--- config.mk ---
export PLATFORM = sky130hd
export DESIGN_NAME = uart_receiver_flat
export DESIGN_NICKNAME = d
export VERILOG_FILES = /design/src/rtl/uart_receiver_pkg.sv /design/src/rtl/uart_receiver_if.sv /design/src/rtl/uart_receiver_rx_tick_gen.sv /design/src/rtl/uart_receiver.sv /design/src/flat_wrapper.sv
export SDC_FILE = /design/constraint.sdc
export NUM_CORES = 1
export LEC_CHECK = 0
export ABC_CLOCK_PERIOD_IN_PS = 4700
export CORE_MARGIN = 8
export CORE_UTILIZATION = 50
export DETAILED_ROUTE_END_ITERATION = 16
export PLACE_DENSITY = 0.79
export SYNTH_ARGS = -nofsm -noshare
export SYNTH_HDL_FRONTEND = slang
export SYNTH_HIERARCHICAL = 1
export SYNTH_SLANG_ARGS = --single-unit
--- constraint.sdc ---
create_clock -name clk -period 4.7 [get_ports clk]
set_clock_uncertainty 0.2 [all_clocks]
set_input_delay 0.94 -clock clk [delete_from_list [all_inputs] [get_ports clk]]
set_output_delay 0.94 -clock clk [all_outputs]
set_load 0.05 [all_outputs]
--- src/rtl/uart_receiver_pkg.sv ---
// Shared definitions for the UART receiver: FSM states and frame constants.
package uart_receiver_pkg;

    // Receiver FSM states.
    typedef enum logic [2:0] {
        IDLE      = 3'd0,
        START     = 3'd1,
        DATA      = 3'd2,
        STOP      = 3'd3,
        WAIT_HIGH = 3'd4
    } state_t;

    // Data bits per 8N1 frame.
    localparam int DATA_W = 8;

    // Default oversample ticks per bit period.
    localparam int OVERSAMPLE_DEF = 16;

endpackage

--- src/rtl/uart_receiver_if.sv ---
// Receiver-side bus: serial line in, parallel byte and strobes out.
//
// Strobe semantics: valid and frame_err are single-cycle pulses with no
// ready/backpressure. A consumer must capture data in the cycle valid is
// high; a later frame overwrites data unconditionally. The two strobes are
// mutually exclusive.
interface uart_receiver_if;
    import uart_receiver_pkg::*;

    logic              rx;
    logic [DATA_W-1:0] data;
    logic              valid;
    logic              frame_err;
    logic              busy;
    state_t            state;     // FSM state, exposed for debug/checkers

    // master: drives the line and consumes the parallel output
    modport master (output rx, input data, valid, frame_err, busy, state);
    // slave: the receiver itself
    modport slave  (input rx, output data, valid, frame_err, busy, state);

endinterface

--- src/rtl/uart_receiver_rx_tick_gen.sv ---
// Oversample tick generator: divides clk by CLK_DIV, restartable.
module rx_tick_gen #(
    parameter int CLK_DIV = 27
) (
    input  logic clk,
    input  logic rst,
    input  logic restart,
    output logic tick
);

    localparam int CW = (CLK_DIV > 1) ? $clog2(CLK_DIV) : 1;
    localparam logic [CW-1:0] TERM = CW'(CLK_DIV - 1);

    logic [CW-1:0] cnt_q, cnt_d;

    // tick is combinational on the terminal count
    assign tick = (cnt_q == TERM);

    // next count: wrap on terminal count, clear on restart
    always_comb begin
        cnt_d = cnt_q + 1'b1;
        if (restart || tick) begin
            cnt_d = '0;
        end
    end

    // divider register
    always_ff @(posedge clk) begin
        if (!rst) begin
            cnt_q <= '0;
        end else begin
            cnt_q <= cnt_d;
        end
    end

endmodule

--- src/rtl/uart_receiver.sv ---
// 8N1 UART receiver: synchronizer, edge detect, oversampling FSM, shifter.
module uart_receiver
    import uart_receiver_pkg::*;
#(
    parameter int CLK_DIV    = 27,
    parameter int OVERSAMPLE = OVERSAMPLE_DEF
) (
    input  logic           clk,
    input  logic           rst,
    uart_receiver_if.slave bus
);

    localparam int SW = $clog2(OVERSAMPLE);
    localparam logic [SW-1:0] SAMP_MID  = SW'(OVERSAMPLE / 2 - 1);
    localparam logic [SW-1:0] SAMP_LAST = SW'(OVERSAMPLE - 1);
    localparam logic [3:0]    BIT_LAST  = 4'(DATA_W - 1);

    logic              rx_meta_q, rx_s_q, rx_prev_q;
    logic              fall;
    logic              tick, restart;
    state_t            state_q, state_d;
    logic [SW-1:0]     samp_q, samp_d;
    logic [3:0]        bit_q, bit_d;
    logic [DATA_W-1:0] shift_q, shift_d;
    logic [DATA_W-1:0] data_q, data_d;
    logic              valid_q, valid_d;
    logic              ferr_q, ferr_d;

    rx_tick_gen #(.CLK_DIV(CLK_DIV)) u_tick (
        .clk     (clk),
        .rst     (rst),
        .restart (restart),
        .tick    (tick)
    );

    // two-flop synchronizer plus edge-detect history, idle-high at reset
    always_ff @(posedge clk) begin
        if (!rst) begin
            rx_meta_q <= 1'b1;
            rx_s_q    <= 1'b1;
            rx_prev_q <= 1'b1;
        end else begin
            rx_meta_q <= bus.rx;
            rx_s_q    <= rx_meta_q;
            rx_prev_q <= rx_s_q;
        end
    end

    assign fall = rx_prev_q & ~rx_s_q;

    // FSM next state, counters, shifter and strobes
    always_comb begin
        state_d = state_q;
        samp_d  = samp_q;
        bit_d   = bit_q;
        shift_d = shift_q;
        data_d  = data_q;
        valid_d = 1'b0;
        ferr_d  = 1'b0;
        restart = 1'b0;
        case (state_q)
            IDLE: begin
                if (fall) begin
                    state_d = START;
                    restart = 1'b1;
                    samp_d  = '0;
                    bit_d   = '0;
                end
            end
            START: begin
                if (tick) begin
                    if (samp_q == SAMP_MID) begin
                        samp_d  = '0;
                        // a high line at mid start bit is a glitch, not a frame
                        state_d = rx_s_q ? IDLE : DATA;
                    end else begin
                        samp_d = samp_q + 1'b1;
                    end
                end
            end
            DATA: begin
                if (tick) begin
                    if (samp_q == SAMP_LAST) begin
                        samp_d  = '0;
                        shift_d = {rx_s_q, shift_q[DATA_W-1:1]};
                        bit_d   = bit_q + 1'b1;
                        if (bit_q == BIT_LAST) begin
                            state_d = STOP;
                        end
                    end else begin
                        samp_d = samp_q + 1'b1;
                    end
                end
            end
            STOP: begin
                if (tick) begin
                    if (samp_q == SAMP_LAST) begin
                        samp_d = '0;
                        data_d = shift_q;
                        if (rx_s_q) begin
                            // leave at mid stop bit to resync on the next start
                            valid_d = 1'b1;
                            state_d = IDLE;
                        end else begin
                            ferr_d  = 1'b1;
                            state_d = WAIT_HIGH;
                        end
                    end else begin
                        samp_d = samp_q + 1'b1;
                    end
                end
            end
            WAIT_HIGH: begin
                if (rx_s_q) begin
                    state_d = IDLE;
                end
            end
            default: state_d = IDLE;
        endcase
    end

    // FSM and datapath registers
    always_ff @(posedge clk) begin
        if (!rst) begin
            state_q <= IDLE;
            samp_q  <= '0;
            bit_q   <= '0;
            shift_q <= '0;
            data_q  <= '0;
            valid_q <= 1'b0;
            ferr_q  <= 1'b0;
        end else begin
            state_q <= state_d;
            samp_q  <= samp_d;
            bit_q   <= bit_d;
            shift_q <= shift_d;
            data_q  <= data_d;
            valid_q <= valid_d;
            ferr_q  <= ferr_d;
        end
    end

    assign bus.data      = data_q;
    assign bus.valid     = valid_q;
    assign bus.frame_err = ferr_q;
    assign bus.busy      = (state_q != IDLE);
    assign bus.state     = state_q;

endmodule

--- src/flat_wrapper.sv ---
// flat-port wrapper written by rule: the top's interface ports become plain ports
module uart_receiver_flat import uart_receiver_pkg::*;
#(
    parameter int CLK_DIV    = 27,
    parameter int OVERSAMPLE = OVERSAMPLE_DEF
)
  (clk, rst, bus_rx, bus_data, bus_valid, bus_frame_err, bus_busy, bus_state);
  uart_receiver_if bus_i ();
  input  logic clk;
  input  logic rst;
  input wire logic [$bits(bus_i.rx)-1:0] bus_rx;
  output wire logic [$bits(bus_i.data)-1:0] bus_data;
  output wire logic [$bits(bus_i.valid)-1:0] bus_valid;
  output wire logic [$bits(bus_i.frame_err)-1:0] bus_frame_err;
  output wire logic [$bits(bus_i.busy)-1:0] bus_busy;
  output wire logic [$bits(bus_i.state)-1:0] bus_state;
  assign bus_i.rx = bus_rx;
  assign bus_data = bus_i.data;
  assign bus_valid = bus_i.valid;
  assign bus_frame_err = bus_i.frame_err;
  assign bus_busy = bus_i.busy;
  assign bus_state = bus_i.state;
  uart_receiver #(.CLK_DIV(CLK_DIV), .OVERSAMPLE(OVERSAMPLE)) u_core (.clk(clk), .rst(rst), .bus(bus_i));
endmodule
==> impl_metrics.py <==
metrics = {
    "outcome": {
        "status": "complete, no violations",
    },
    "cells_and_area": {
        "layout_common_cells": "37 x dfxtp_1, 22 x nand2_1, 21 x nor2_1",
        "fill_cells": 270,
        "area_growth_pct": 16.10,
        "fin_nets": 194,
        "final_common_cell": "dfxtp_1",
        "post-route-util": 0.6050,
        "antenna_cells": 0,
        "drive_above_1_share": 0.07447,
    },
    "logic_synthesis": {
        "avgSynthCellArea_um2": 9.120,
        "yosysWarnings": 6,
        "ys_seq_area_frac": 0.4695,
        "syn_area_mm2": 0.001578,
        "synth_nets": 180,
        "synthCells": 173,
        "synth-seq-cells": 37,
        "yosysUniqueCellTypes": 44,
    },
    "setup_path": {
        "crit_path_start_kind": "flop",
        "r2r_cells": 7,
        "cp.arrival_ns": 1.98,
        "rrSetupSlack_ns": 2.12,
        "worstPathRequired_ns": 3.56,
        "path_class": "reg -> out",
        "reg2reg_to": "u_core/bus.data[1]",
        "critPathMaxFanout": 14,
        "cp-end-kind": "output pin",
        "r2r_start": "u_core/u_tick/cnt_q[0]",
    },
    "clock_network": {
        "cts_buffer_depth": 2,
        "clkTransAtPathRegs_ns": 0.11,
        "cts_tree": "done",
        "post_cts_buffers": 0,
        "cts_sinks": 37,
        "cts_resized": 0,
        "clk_latency_ns": 0.34,
        "h-tree-depth": 2,
        "cts-root-buf": "clkbuf_4",
        "postCtsHoldBufs": 0,
        "cts_made_buffers": 5,
    },
    "drt": {
        "first_iter_violations": 66,
        "via_per_inst": 5.440,
        "vias": 1262,
        "wirelength_um": 3119,
        "drc": 0,
        "drtPass1Iterations": 4,
        "ant_nets": 0,
        "wl_per_cell_um": 13.44,
    },
    "flow_run": {
        "cap_violations": 0,
    },
    "timing": {
        "period_needed_ns": 3.123,
        "relSlewSlack": 0.5202,
        "rsz0062_at_grt": "false",
        "setup_viol": 0,
        "fmax_mhz": 320.2,
        "slew_violations": 0,
        "worst_pin_slew_ns": 0.7159,
        "hold_violations": 0,
        "finalCritPeriodShare": 0.6644,
        "fin_tns_setup_ns": 0,
    },
    "floorplanning": {
        "start_util": 0.5211,
        "io_pins": 17,
        "die_w_um": 72.18,
        "dieArea_mm2": 0.005209,
        "core_area_mm2": 0.003028,
        "row_count": 20,
        "die_h_um": 72.18,
    },
    "worst_hold_path": {
        "hold_start": "u_core/rx_meta_q",
        "hold_path.class": "reg -> reg",
        "holdPathEnd": "u_core/rx_s_q",
        "whs_path_depth": 1,
    },
    "power": {
        "power_density_mw_per_mm2": 315.1,
        "max-vdd-ir-drop_mv": 0.2124,
        "p_leak_uw": 0.0007065,
        "total_power_uw": 577.2,
    },
    "global_route": {
        "grt_max_degree": 23,
        "grt-ovfl-total": 0,
        "grt_pass1_vias": 1247,
        "grt_pass1_wl_um": 5299,
        "antenna_found_initial": 0,
        "track_usage": 0.1282,
    },
    "placed_design": {
        "port_buffers": 16,
        "gp_congestion": 0.8264,
        "dp_hpwl_um": 2223,
    },
}
[stage by stage]
step           setup WS, ns  area, µm²  hold slack, ns  instances
2_1_floorplan         2.228       1578          0.1863        173
3_3_place_gp          1.548       1743          0.1928        224
3_5_place_dp          1.464       1743          0.1933        224
4_1_cts               1.545       1832          0.2305        232
5_1_grt               1.498       1832          0.2338        232
6_report              1.577       1832          0.2293        232
[kinds of logic (layout without fill, tap and decap cells)]
group | Yosys count | after routing | share of synthesized area
xor+xnor | 4 | 4 | 0.02221
fa+ha+maj | 4 | 4 | 0.03172
simple gates | 75 | 75 | 0.2474
flops | 37 | 37 | 0.4695
buf+inv | 14 | 29 | 0.04361
mux | 8 | 8 | 0.05076
compound gates | 31 | 31 | 0.1348
[report_power, final]
group	switching, µW	total (µW)	internal [µW]
combinational	14.0	23.0	9.02
sequential	4.16	322	317
clock	106	233	126
total	124	577	453
[flip-flops by register name, summed over array words and instances (netlist names)]
| name | flops |
|---|---|
| u_core/rx_meta_q | 1 |
| u_core/u_tick/cnt_q | 5 |
| u_core/bit_q | 4 |
| u_core/bus.frame_err | 1 |
| u_core/bus.state | 3 |
| u_core/samp_q | 4 |
| u_core/rx_prev_q | 1 |
| u_core/shift_q | 8 |
| u_core/bus.data | 8 |
| u_core/bus.valid | 1 |
| u_core/rx_s_q | 1 |
[area by class of cell]
class / instances / area, µm² / share of cell area
clock inverters: 2 / 37.54 / 0.02049
clock buffers: 6 / 51.30 / 0.02801
inverters: 5 / 18.77 / 0.01025
repair buffers: 16 / 160.2 / 0.08743
well taps: 44 / 55.05 / 0.03005
flip-flops and latches: 37 / 740.7 / 0.4044
multi-input cells: 122 / 768.2 / 0.4194
[worst max path at each step]
stage                             start               end  slack, ns  depth (start not counted)
floorplan           u_core/bus.state[1]          bus_busy       2.23                          2
CTS                 u_core/bus.state[1]          bus_busy       1.54                          2
detailed placement                  rst  u_core/samp_q[3]       1.46                          5
global placement                    rst  u_core/samp_q[3]       1.55                          5
global route        u_core/bus.state[1]          bus_busy       1.50                          2
finish              u_core/bus.state[1]          bus_busy       1.58                          2
[Yosys cell counts, drive strengths merged]
library cell,instances,share of area
a2111o,2,0.014
a21o,3,0.014
a21oi,14,0.047
a2bb2oi,1,0.0056
a311o,1,0.0063
a311oi,1,0.0056
a31o,1,0.0056
a31oi,1,0.0040
and3,1,0.0048
and4,1,0.0056
and4b,1,0.0063
buf,5,0.019
clkbuf,3,0.0071
dfxtp,37,0.47
dlygate4sd1,1,0.0056
ha,4,0.032
inv,5,0.012
mux2i,8,0.051
nand2,22,0.052
nand2b,4,0.016
nand3,9,0.029
nand4,1,0.0040
nand4b,2,0.011
nor2,22,0.057
nor2b,1,0.0040
nor3,1,0.0032
nor3b,1,0.0079
nor4,1,0.0040
nor4b,2,0.011
o2111ai,2,0.011
o211ai,2,0.0095
o21ai,2,0.0063
o41ai,1,0.0056
or3,2,0.0079
or3b,2,0.013
or4,1,0.0048
or4b,1,0.0063
xnor2,2,0.011
xor2,2,0.011
[worst max-delay path: stages (launching register included)]
cell,delay [ns]
dfxtp_1,0.65
or3_1,0.19
clkdlybuf4s50_1,0.79
[per-layer routing]
metal  track usage  wire (µm)  vias to the layer above
met3       0.04132        127                       10
met1        0.1274       1349                      602
li1              -          -                      635
met5             0          0                        -
met4       0.09751         84                        0
met2        0.2177       1558                       15
Power figures use the tool's default switching activity.
